### config.mk
export PLATFORM = sky130hd
export DESIGN_NAME = dmem_lsu
export DESIGN_NICKNAME = d
export VERILOG_FILES = /design/src/rtl/dmem_lsu_pkg.sv /design/src/rtl/lsu_align.sv /design/src/rtl/dmem_lsu.sv
export SDC_FILE = /design/constraint.sdc
export NUM_CORES = 1
export LEC_CHECK = 0
export BUFFER_PORTS_ARGS = -buffer_cell sky130_fd_sc_hd__clkbuf_2
export CELL_PAD_IN_SITES_DETAIL_PLACEMENT = 0
export CELL_PAD_IN_SITES_GLOBAL_PLACEMENT = 1
export CORE_UTILIZATION = 34
export DETAILED_ROUTE_END_ITERATION = 12
export GPL_ROUTABILITY_DRIVEN = 0
export GPL_TIMING_DRIVEN = 0
export PLACE_DENSITY = 0.82
export SYNTH_ARGS = -nofsm -noshare
export SYNTH_HDL_FRONTEND = slang
export SYNTH_SLANG_ARGS = --single-unit
### constraint.sdc
create_clock -name clk -period 2.1 [get_ports clk]
set_input_delay 0.105 -clock clk [delete_from_list [all_inputs] [get_ports clk]]
set_output_delay 0.105 -clock clk [all_outputs]
set_load 0.1 [all_outputs]
### src/rtl/dmem_lsu_pkg.sv
// Shared definitions for the data-memory load/store unit: RV32I width codes,
// FSM states, the latched request record and the access legality check.
package dmem_lsu_pkg;

    localparam logic [2:0] F3_B  = 3'b000;
    localparam logic [2:0] F3_H  = 3'b001;
    localparam logic [2:0] F3_W  = 3'b010;
    localparam logic [2:0] F3_BU = 3'b100;
    localparam logic [2:0] F3_HU = 3'b101;

    typedef enum logic [2:0] {
        IDLE,
        RD,
        DATA,
        WR,
        RESP
    } lsu_state_t;

    typedef struct packed {
        logic        we;
        logic [2:0]  funct3;
        logic [31:0] addr;
        logic [31:0] wdata;
    } lsu_req_t;

    // True when the access must be refused without touching memory.
    function automatic logic access_err(input logic        we,
                                        input logic [2:0]  funct3,
                                        input logic [31:0] addr,
                                        input logic [31:0] limit);
        logic bad;
        bad = 1'b0;
        case (funct3)
            F3_B, F3_BU: bad = 1'b0;
            F3_H, F3_HU: bad = addr[0];
            F3_W:        bad = (addr[1:0] != 2'b00);
            default:     bad = 1'b1;
        endcase
        if (we && (funct3 == F3_BU || funct3 == F3_HU)) bad = 1'b1;
        if (addr >= limit) bad = 1'b1;
        return bad;
    endfunction

endpackage

### src/rtl/lsu_align.sv
// Combinational lane logic: load extraction with sign/zero extension and
// sub-word store merge into a previously read memory word.
module lsu_align
    import dmem_lsu_pkg::*;
(
    input  logic [31:0] rdata,
    input  logic [1:0]  lane,
    input  logic [2:0]  funct3,
    input  logic [31:0] wdata,
    output logic [31:0] load_data,
    output logic [31:0] store_word
);

    logic [7:0]  byte_sel;
    logic [15:0] half_sel;

    assign byte_sel = rdata[{lane, 3'b000} +: 8];
    assign half_sel = lane[1] ? rdata[31:16] : rdata[15:0];

    // NOTE: every output of a combinational block gets a default first;
    // a path that leaves one unassigned would infer a latch.
    always_comb begin
        load_data = rdata;
        case (funct3)
            F3_B:    load_data = {{24{byte_sel[7]}}, byte_sel};
            F3_BU:   load_data = {24'h0, byte_sel};
            F3_H:    load_data = {{16{half_sel[15]}}, half_sel};
            F3_HU:   load_data = {16'h0, half_sel};
            default: load_data = rdata;
        endcase
    end

    always_comb begin
        store_word = rdata;
        case (funct3)
            F3_B:    store_word[{lane, 3'b000} +: 8]    = wdata[7:0];
            F3_H:    store_word[{lane[1], 4'b0000} +: 16] = wdata[15:0];
            default: store_word = wdata;
        endcase
    end

endmodule

### src/rtl/dmem_lsu.sv
// RV32I load/store unit in front of a word-addressed synchronous data memory;
// sub-word stores are done as read-modify-write, illegal accesses never reach memory.
module dmem_lsu
    import dmem_lsu_pkg::*;
#(
    parameter int MEM_WORDS = 512
) (
    input  logic        clk,
    input  logic        rst,
    input  logic        req_valid,
    output logic        req_ready,
    input  logic        req_we,
    input  logic [2:0]  req_funct3,
    input  logic [31:0] req_addr,
    input  logic [31:0] req_wdata,
    output logic        resp_valid,
    output logic [31:0] resp_rdata,
    output logic        resp_err,
    output logic [31:0] mem_address,
    output logic [31:0] mem_data_in,
    input  logic [31:0] mem_data_out,
    output logic        mem_we
);

    localparam logic [31:0] ADDR_LIMIT = 32'(MEM_WORDS * 4);

    lsu_state_t  state, state_nx;
    lsu_req_t    req_q;
    logic [31:0] wbuf_q;
    logic [31:0] rdata_q;
    logic        err_q;
    logic        accept;
    logic        acc_err;
    logic [31:0] load_data;
    logic [31:0] store_word;

    assign accept  = req_valid && req_ready;
    assign acc_err = access_err(req_we, req_funct3, req_addr, ADDR_LIMIT);

    lsu_align u_align (
        .rdata      (mem_data_out),
        .lane       (req_q.addr[1:0]),
        .funct3     (req_q.funct3),
        .wdata      (req_q.wdata),
        .load_data  (load_data),
        .store_word (store_word)
    );

    always_comb begin
        state_nx    = state;
        req_ready   = 1'b0;
        resp_valid  = 1'b0;
        mem_address = 32'h0;
        mem_data_in = 32'h0;
        mem_we      = 1'b0;
        case (state)
            IDLE: begin
                req_ready = 1'b1;
                if (req_valid) begin
                    if (acc_err)                             state_nx = RESP;
                    else if (req_we && req_funct3 == F3_W)   state_nx = WR;
                    else                                     state_nx = RD;
                end
            end
            RD: begin
                mem_address = req_q.addr;
                state_nx    = DATA;
            end
            DATA: begin
                state_nx = req_q.we ? WR : RESP;
            end
            WR: begin
                mem_address = req_q.addr;
                mem_data_in = (req_q.funct3 == F3_W) ? req_q.wdata : wbuf_q;
                // A write coincident with reset must not reach the array.
                mem_we      = !rst;
                state_nx    = RESP;
            end
            RESP: begin
                resp_valid = 1'b1;
                state_nx   = IDLE;
            end
            default: state_nx = IDLE;
        endcase
    end

    // NOTE: sequential state uses non-blocking assignments so every register
    // samples the pre-edge values regardless of statement order.
    always_ff @(posedge clk) begin
        if (rst) begin
            state   <= IDLE;
            req_q   <= '0;
            wbuf_q  <= 32'h0;
            rdata_q <= 32'h0;
            err_q   <= 1'b0;
        end else begin
            state <= state_nx;
            if (accept) begin
                req_q <= '{we: req_we, funct3: req_funct3, addr: req_addr, wdata: req_wdata};
                if (acc_err) begin
                    rdata_q <= 32'h0;
                    err_q   <= 1'b1;
                end
            end
            // Response registers change only on entry to RESP, so they hold in between.
            if (state == DATA) begin
                if (req_q.we) begin
                    wbuf_q <= store_word;
                end else begin
                    rdata_q <= load_data;
                    err_q   <= 1'b0;
                end
            end
            if (state == WR) begin
                rdata_q <= 32'h0;
                err_q   <= 1'b0;
            end
        end
    end

    assign resp_rdata = rdata_q;
    assign resp_err   = err_q;

endmodule

# After elaboration in Yosys (flattened, before gate mapping)
# Cells that the tools add are included.
# word_totals
register_bits	136
inputBits	103
output_inout_bits	100
elab_cells	70
# classes
add_sub_neg	2
order_cmp	1
n_eq_ne	13
n_shift	5
mux	27
reduce_logical	14
# ops
op	n
two-way mux 32 bit	7
one-hot mux 32 bit (4 select lines)	1
bitwise mux 32 bit	2
one-hot mux 32 bit (2 select lines)	1
greater-or-equal comparator 32 x 12 -> 1 bit, second input constant	1
variable shift 16 x 7 -> 32 bit, first input constant	1
variable shift 8 x 7 -> 32 bit, first input constant	1
indexed part select 16 x 7 -> 32 bit	1
indexed part select 32 x 6 -> 8 bit	1
indexed part select 8 x 7 -> 32 bit	1
two-way mux 16 bit	1
== test 3 bit, second input constant	5
negation 5 -> 7 bit	2
== test 3 x 2 -> 1 bit, second input constant	4
one-hot mux 3 bit (4 select lines)	1
== test 3 x 1 -> 1 bit, second input constant	3
zero test 3 bit	3
two-way mux 1 bit	9
two-way mux 3 bit	3
OR reduction 2 bit	4
logical AND 1 bit	3
one-hot mux 1 bit (3 select lines)	1
two-way mux 2 bit	1
!= test 2 bit, second input constant	1
other kinds (4)	4

# Longest topological paths before layout
# Gate-level depths: netlist of the first run.
# logic_depth
word_depth	9
mapped_depth	8
depth_no_buf	6

# Cells and area by module
# Synthesis of the first run repeated with hierarchy kept, for this count alone.
# unflattened
cells_unflattened	1096
area_unflattened_um2	7831.3
# modules_own_cells
module	n_inst	cells_per_inst	area_each_um2
dmem_lsu	1	806	6073.3
lsu_align	1	290	1757.9

# Least setup slack after synthesis of the first run
# Ideal clock, no wire load.
# synth_timing
kind	reg-to-output
from	register req_q[65] (netlist bit)
to	output port mem_data_in[10]
arrival_time_ns	2.776
required_ns	1.995
setup_slack_ns	-0.781
path_stages_with_launch	7
path_buffers	2
cell_sequence	dfxtp_1 > clkbuf_1 > inv_1 > nor3_1 > clkbuf_1 > nand2_1 > a21oi_1
# synth_between
elab_chain_cells	3
# synth_lines
element	line	text
start: declaration	dmem_lsu.sv:28	lsu_req_t req_q;
start signal: assignment	dmem_lsu.sv:99	req_q <= '{we: req_we, funct3: req_funct3, addr: req_addr, wdata: req_wdata};
== test 3 x 2 -> 1 bit	dmem_lsu.sv:74	mem_data_in = (req_q.funct3 == F3_W) ? req_q.wdata : wbuf_q;
two-way mux 32 bit	dmem_lsu.sv:74	
two-way mux 32 bit	dmem_lsu.sv:56	case (state)
end: declaration	dmem_lsu.sv:20	output logic [31:0] mem_data_in,
# No other way between the ends.

# Worst setup path after layout of the first run
# layout_timing
from	register req_q[32] (netlist bit)
to	register wbuf_q[1]
# layout_between
elab_chain_cells	4
# layout_lines
element	line	text
negation 5 -> 7 bit (*)	lsu_align.sv:36	F3_B: store_word[{lane, 3'b000} +: 8] = wdata[7:0];
indexed part select 8 x 7 -> 32 bit or variable shift 8 x 7 -> 32 bit (tied branches)	lsu_align.sv:36	
bitwise mux 32 bit (*)	lsu_align.sv:36	
one-hot mux 32 bit (2 select lines) (*)	lsu_align.sv:35	case (funct3)
end signal: assignment	dmem_lsu.sv:108	wbuf_q <= store_word;
end: declaration	dmem_lsu.sv:29	logic [31:0] wbuf_q;
# Mark *: on every way between the ends. The rest lies on a longest branch, timed or not.
# A chain may end at the register's enable or synchronous reset.

==> results.py, run 1 <==
metrics = {
    "setup_path": {
        "r2r_setup_slack_ns": 0.04,
        "r2r-start": "req_q[32]",
        "cp-end-kind": "register",
        "crit_required_ns": 2.39,
        "regToRegEndpoint": "wbuf_q[1]",
        "cp.arrival_ns": 2.35,
        "worstPathMaxFanout": 9,
        "reg2regPathDepth": 7,
        "start_kind": "register",
        "critical_path_class": "register to register",
    },
    "clock_tree": {
        "cts_buffers": 17,
        "htreeDepth": 4,
        "path_clk_slew_ns": 0.06,
        "cts_root_buf": "clkbuf_16",
        "cts_sinks": 136,
        "insertion_delay_ns": 0.43,
        "clockBufferDepth": 2,
        "cts_tree": "done",
    },
    "timing": {
        "hold_violations": 0,
        "fin_crit_ns": 2.06,
        "fin_skew_ns": 0.00948,
        "fin_crit_sh_pct": 98.3,
        "slew_violations": 0,
        "timing.final.ws_setup_ns": 0.0364,
        "setup_viol": 0,
        "fmax_ghz": 0.485,
        "tightest_slew_ns": 0.819,
        "fin_setup_tns_ns": 0,
        "maxSlewHeadroom_pct": 45.4,
        "rsz0062_at_grt": "yes",
    },
    "pwr": {
        "max-vdd-ir-drop_uv": 585,
        "power.density_nw_per_um2": 627,
        "p_leak_nw": 4.14,
    },
    "logic_synthesis": {
        "yosysSeqAreaShare_pct": 38.6,
        "syn-num-nets": 1025,
        "ys_warn_count": 0,
        "synth-edff-count": 0,
        "synth-seq-cells": 136,
        "avgSynthCellArea_um2": 7.70,
        "synth_ff_type": "dfxtp_1",
        "async_flop_share_pct": 0,
        "ys_types": 48,
        "synthCells": 917,
        "syn_area_um2": 7060,
    },
    "placement": {
        "portBuffers": 202,
        "dpl.cell_count": 1389,
        "dp_slack_ns": -0.912,
        "postPlaceCellArea_um2": 8750,
        "place_hpwl_um": 20400,
    },
    "detailed_routing": {
        "firstDrtPassIters": 5,
        "drc": 0,
        "vias_per_cell": 5.34,
        "wl_per_cell_um": 18.9,
        "drt-total-wl_um": 28300,
        "first_iter_violations": 675,
        "via_count": 7991,
        "postRouteAntennaNets": 0,
    },
    "die": {
        "rows": 52,
        "die_y_um": 146,
        "io_pins": 203,
        "initial_core_util_pct": 34.8,
        "fp.dieW_um": 146,
        "core_um2": 20300,
        "die-area_um2": 21300,
    },
    "finish": {
        "stdcell_count": 1496,
        "syn_to_final_growth_pct": 54.5,
        "design_area_um2": 10900,
        "num-fill-cells": 1911,
        "n_antenna_cell": 0,
        "final_nets": 1323,
        "drive_gt1_share_pct": 31.4,
    },
    "global_route": {
        "grt.total_usage_pct": 26.5,
        "antenna_found_initial": 0,
        "grt_overflow": 0,
        "grt_max_degree": 17,
        "grt_pass1_vias": 7758,
        "grt_first_pass_wirelength_um": 43500,
    },
    "hold_path": {
        "min_to": "wbuf_q[6]",
        "min_path_type": "input port to register",
        "min_from": "mem_data_out[6]",
        "hold_depth": 3,
    },
    "status": {
        "status": "finished clean",
    },
    "job": {
        "max_cap_violations": 0,
    },
}
repair_timing:
item / in CTS / in global routing
resized for setup: 154 / 83
setup buffers: 5 / 4
setup endpoints to repair: 110 / 93
endpoints found under the hold margin: 68 / 0
hold buffers: 68 / 0
pin swaps: 4 / 4
cloned: 2 / 0
flip-flops by register name (all words and copies together), names as in the netlist:
signal / flops
wbuf_q: 32
resp_err: 1
resp_rdata: 32
req_q: 68
state: 3
worst max path at each step:
stage / startpoint / endpoint / slack (ns) / depth (start not counted)
after global routing: req_q[32] / wbuf_q[2] / -0.03 / 7
after detailed placement: req_q[65] / mem_data_in[3] / -0.91 / 7
after CTS: state[0] / mem_we / 0.002 / 6
after global placement: req_q[65] / mem_data_in[3] / -0.93 / 7
final: req_q[32] / wbuf_q[1] / 0.04 / 7
after floorplan: req_q[65] / mem_data_in[0] / -0.48 / 5
logic make-up (layout without fill, tap and decap cells):
| group | Yosys count | count (layout) | share of synthesized area, % |
|---|---|---|---|
| AO/OA/AOI/OAI | 274 | 274 | 27.2 |
| flip-flops | 136 | 136 | 38.6 |
| buffers and inverters | 90 | 399 | 5.32 |
| AND/OR/NAND/NOR | 382 | 382 | 23.6 |
| multiplexers | 30 | 30 | 4.43 |
| adder cells (fa/ha/maj) | 5 | 5 | 0.887 |
power breakdown:
part / switching [mW] / internal [mW] / total, mW
combinational: 0.692 / 0.448 / 1.14
clock: 1.14 / 1.79 / 2.93
sequential: 0.103 / 2.66 / 2.77
total: 1.93 / 4.90 / 6.83
cell type report:
class / count / area (µm²) / area share [%]
clock buffers: 22 / 464 / 4.26
flip-flops and latches: 136 / 2740 / 25.1
inverters: 9 / 36.3 / 0.333
clock inverters: 8 / 98.8 / 0.906
well taps: 270 / 338 / 3.10
multi-input cells: 691 / 4440 / 40.7
plain buffers: 79 / 513 / 4.70
repair buffers: 281 / 2280 / 20.9
metrics by stage:
step                      hold WS, ns  total power, mW  util, %
after floorplan                 0.241             3.38        -
after global placement          0.331             3.74     43.1
after detailed placement        0.333             3.75     43.1
after CTS                      0.0630             6.80     52.3
after global routing           0.0830             7.08     53.7
final                          0.0780             6.83     53.7
placed cells by master, fill, tap and decap left out, drive strengths merged, types with 3 or more instances in the layout:
cell type / netlist / layout
a221o: 17 / 17
buf: 16 / 54
a22oi: 16 / 16
dfxtp: 136 / 136
nor2b: 4 / 4
nand3: 10 / 10
nor4: 3 / 3
nor3: 30 / 30
clkbuf: 65 / 260
a21oi: 137 / 137
clkinv: 0 / 4
inv: 9 / 9
or3: 8 / 8
a211o: 3 / 3
o22ai: 37 / 37
mux2i: 29 / 29
dlygate4sd3: 0 / 68
and2: 34 / 34
o21ai: 23 / 23
ha: 5 / 5
a221oi: 32 / 32
nor2: 29 / 29
nand2: 253 / 253
cell usage after synthesis (5+ instances only):
cell	instances	area share [%]
a221o_1	16	2.3
nand2_1	253	13
nor2_1	29	1.5
or3_1	8	0.71
a22oi_1	16	1.7
clkbuf_1	65	3.5
ha_1	5	0.89
o22ai_2	30	5.3
nor3_1	29	2.1
buf_2	12	0.85
o21ai_0	22	1.6
o22ai_1	7	0.62
dfxtp_1	136	39
nand3_1	10	0.71
a21oi_1	136	9.6
mux2i_1	29	4.1
and2_1	34	3.0
inv_1	9	0.48
a221oi_1	32	4.0
layer usage:
layer | vias up | GRT usage, % | part of all wire [%]
li1 | 3839 | - | -
met5 | - | 0 | 0
met2 | 345 | 42.7 | 46
met1 | 3757 | 34.4 | 43
met4 | 0 | 9.84 | 2.8
met3 | 50 | 6.22 | 7.8
critical path: stages (launching register included):
cell and delay [ns]:
dfxtp_2 0.35, clkbuf_8 0.17, inv_1 0.11, ha_2 0.22, nor4b_1 0.15, a211o_2 0.47, a221oi_2 0.38, nor3_1 0.08
Power figures use the tool's default switching activity.
==> run 2: changes to the inputs <==
--- a/config.mk
+++ b/config.mk
@@ -12,6 +12,7 @@
 export DETAILED_ROUTE_END_ITERATION = 12
 export GPL_ROUTABILITY_DRIVEN = 0
 export GPL_TIMING_DRIVEN = 0
+export MAX_ROUTING_LAYER = met4
 export PLACE_DENSITY = 0.82
 export SYNTH_ARGS = -nofsm -noshare
 export SYNTH_HDL_FRONTEND = slang
==> run 2 against run 1 <==
Compared with the run above:
- critical endpoint is now mem_data_in[2]
- final cell count stayed put
- clock-buffer cell count unchanged
- routed wire length down 0.16%
- sequential power about the same
- clock power about the same
- critical path type is now register to primary output
==> results.py, run 2 (same netlist as run 1, synthesis figures left out) <==
metrics = {
    "finish": {
        "n_antenna_cell": 0,
        "syn_to_final_growth_pct": 54.3,
        "final_nets": 1323,
        "layout_common_cells": "250 x nand2_1, 150 x clkbuf_2, 131 x dfxtp_1",
        "largest_reg_flops": 68,
        "top_register": "req_q",
        "final_common_cell": "nand2_1",
        "drive_gt1_share_pct": 31.4,
        "utilization_pct": 53.6,
        "num-fill-cells": 1919,
    },
    "detailed_routing": {
        "firstDrtPassIters": 7,
        "drt-total-wl_um": 28200,
        "first_iter_violations": 697,
        "vias_per_cell": 5.33,
        "via_count": 7972,
        "wl_per_cell_um": 18.9,
        "postRouteAntennaNets": 0,
        "drc": 0,
    },
    "global_route": {
        "antenna_found_initial": 0,
        "grt_first_pass_wirelength_um": 43400,
        "grt_pass1_vias": 7775,
        "grt_max_degree": 17,
        "grt_overflow": 0,
        "grt.total_usage_pct": 27.3,
    },
    "die": {
        "fp.dieW_um": 146,
        "rows": 52,
        "initial_core_util_pct": 34.8,
        "core_um2": 20300,
        "io_pins": 203,
        "die_y_um": 146,
        "die-area_um2": 21300,
    },
    "setup_path": {
        "crit_path_start": "req_q[66]",
        "cp-end-kind": "primary output",
        "crit_required_ns": 2.00,
        "start_kind": "register",
        "r2r-start": "req_q[32]",
        "cp.arrival_ns": 1.94,
        "critical_path_class": "register to primary output",
        "worstPathMaxFanout": 7,
    },
    "clock_tree": {
        "insertion_delay_ns": 0.43,
        "cts_sinks": 136,
        "cts_tree": "done",
        "cts_buffers": 17,
        "path_clk_slew_ns": 0.06,
        "htreeDepth": 4,
        "clockBufferDepth": 2,
        "cts_root_buf": "clkbuf_16",
    },
    "timing": {
        "slew_violations": 0,
        "hold_slack_ns": 0.0808,
        "tightest_slew_ns": 0.810,
        "fin_crit_sh_pct": 97.6,
        "fmax_ghz": 0.488,
        "fin_skew_ns": 0.00769,
        "setup_viol": 0,
        "hold_violations": 0,
        "rsz0062_at_grt": "yes",
        "maxSlewHeadroom_pct": 46.0,
        "fin_crit_ns": 2.05,
    },
    "hold_path": {
        "min_path_type": "input port to register",
        "min_from": "mem_data_out[6]",
    },
    "pwr": {
        "p_leak_nw": 4.14,
        "power.density_nw_per_um2": 627,
        "max-vdd-ir-drop_uv": 589,
    },
    "placement": {
        "place_hpwl_um": 20400,
        "portBuffers": 202,
    },
    "status": {
        "status": "finished clean",
    },
    "job": {
        "max_cap_violations": 0,
    },
}
[run 2: cell counts in the layout (fill, tap and decap cells not counted)]
Identical to the previous run, type by type.
[run 2: what timing repair did]
action                     CTS  global route
cloned                       2             0
setup buffers                5             4
setup endpoints to repair  110            93
resized for setup          154            83
hold endpoints to repair    68             0
hold buffers                68             0
pin swaps                    4             5
[run 2: worst paths after layout]
check	to	slack (ns)	cells past startpoint
worst min register to register	req_q[61]	0.45	2
worst min-delay path	wbuf_q[6]	0.08	3
worst max-delay path	mem_data_in[2]	0.05	6
worst max register to register	wbuf_q[2]	0.08	7
[run 2: through the flow]
| stage | TNS (ns) | cells | instance area, µm² | power, mW | setup slack (ns) |
|---|---|---|---|---|---|
| after floorplan | -8.56 | 917 | 7400 | 3.38 | -0.485 |
| after global placement | -35.86 | 1389 | 8750 | 3.74 | -0.933 |
| after detailed placement | -37.05 | 1389 | 8750 | 3.75 | -0.912 |
| after CTS | 0 | 1492 | 10600 | 6.80 | 0.00223 |
| after global routing | -0.0184 | 1496 | 10900 | 7.07 | -0.00625 |
| final | 0 | 1496 | 10900 | 6.83 | 0.0514 |
[run 2: critical path, cell delays in order (launching register included)]
cell       delay, ns
dfxtp_1         0.50
nor2_1          0.15
nand2_4         0.19
clkbuf_8        0.18
nand2_1         0.09
a21oi_4         0.18
clkbuf_16       0.22
[run 2: layout make-up]
class	count	area [µm²]	area share, %
well taps	270	338	3.10
plain buffers	79	514	4.72
multi-input cells	691	4430	40.6
clock inverters	8	98.8	0.908
inverters	9	36.3	0.333
repair buffers	281	2280	20.9
flip-flops and latches	136	2740	25.1
clock buffers	22	464	4.26
[run 2: power breakdown]
group          internal [mW]  switching, mW
sequential              2.66          0.102
clock                   1.79           1.14
combinational          0.448          0.689
[run 2: routing by layer]
| metal | vias up | routed length [µm] | part of all wire (%) | track usage [%] |
|---|---|---|---|---|
| met5 | - | 0 | 0 | - |
| met4 | 0 | 881 | 3.1 | 9.84 |
| met3 | 53 | 1940 | 6.9 | 5.44 |
| met2 | 353 | 13000 | 46 | 42.7 |
| met1 | 3723 | 12400 | 44 | 34.9 |
| li1 | 3843 | - | - | - |
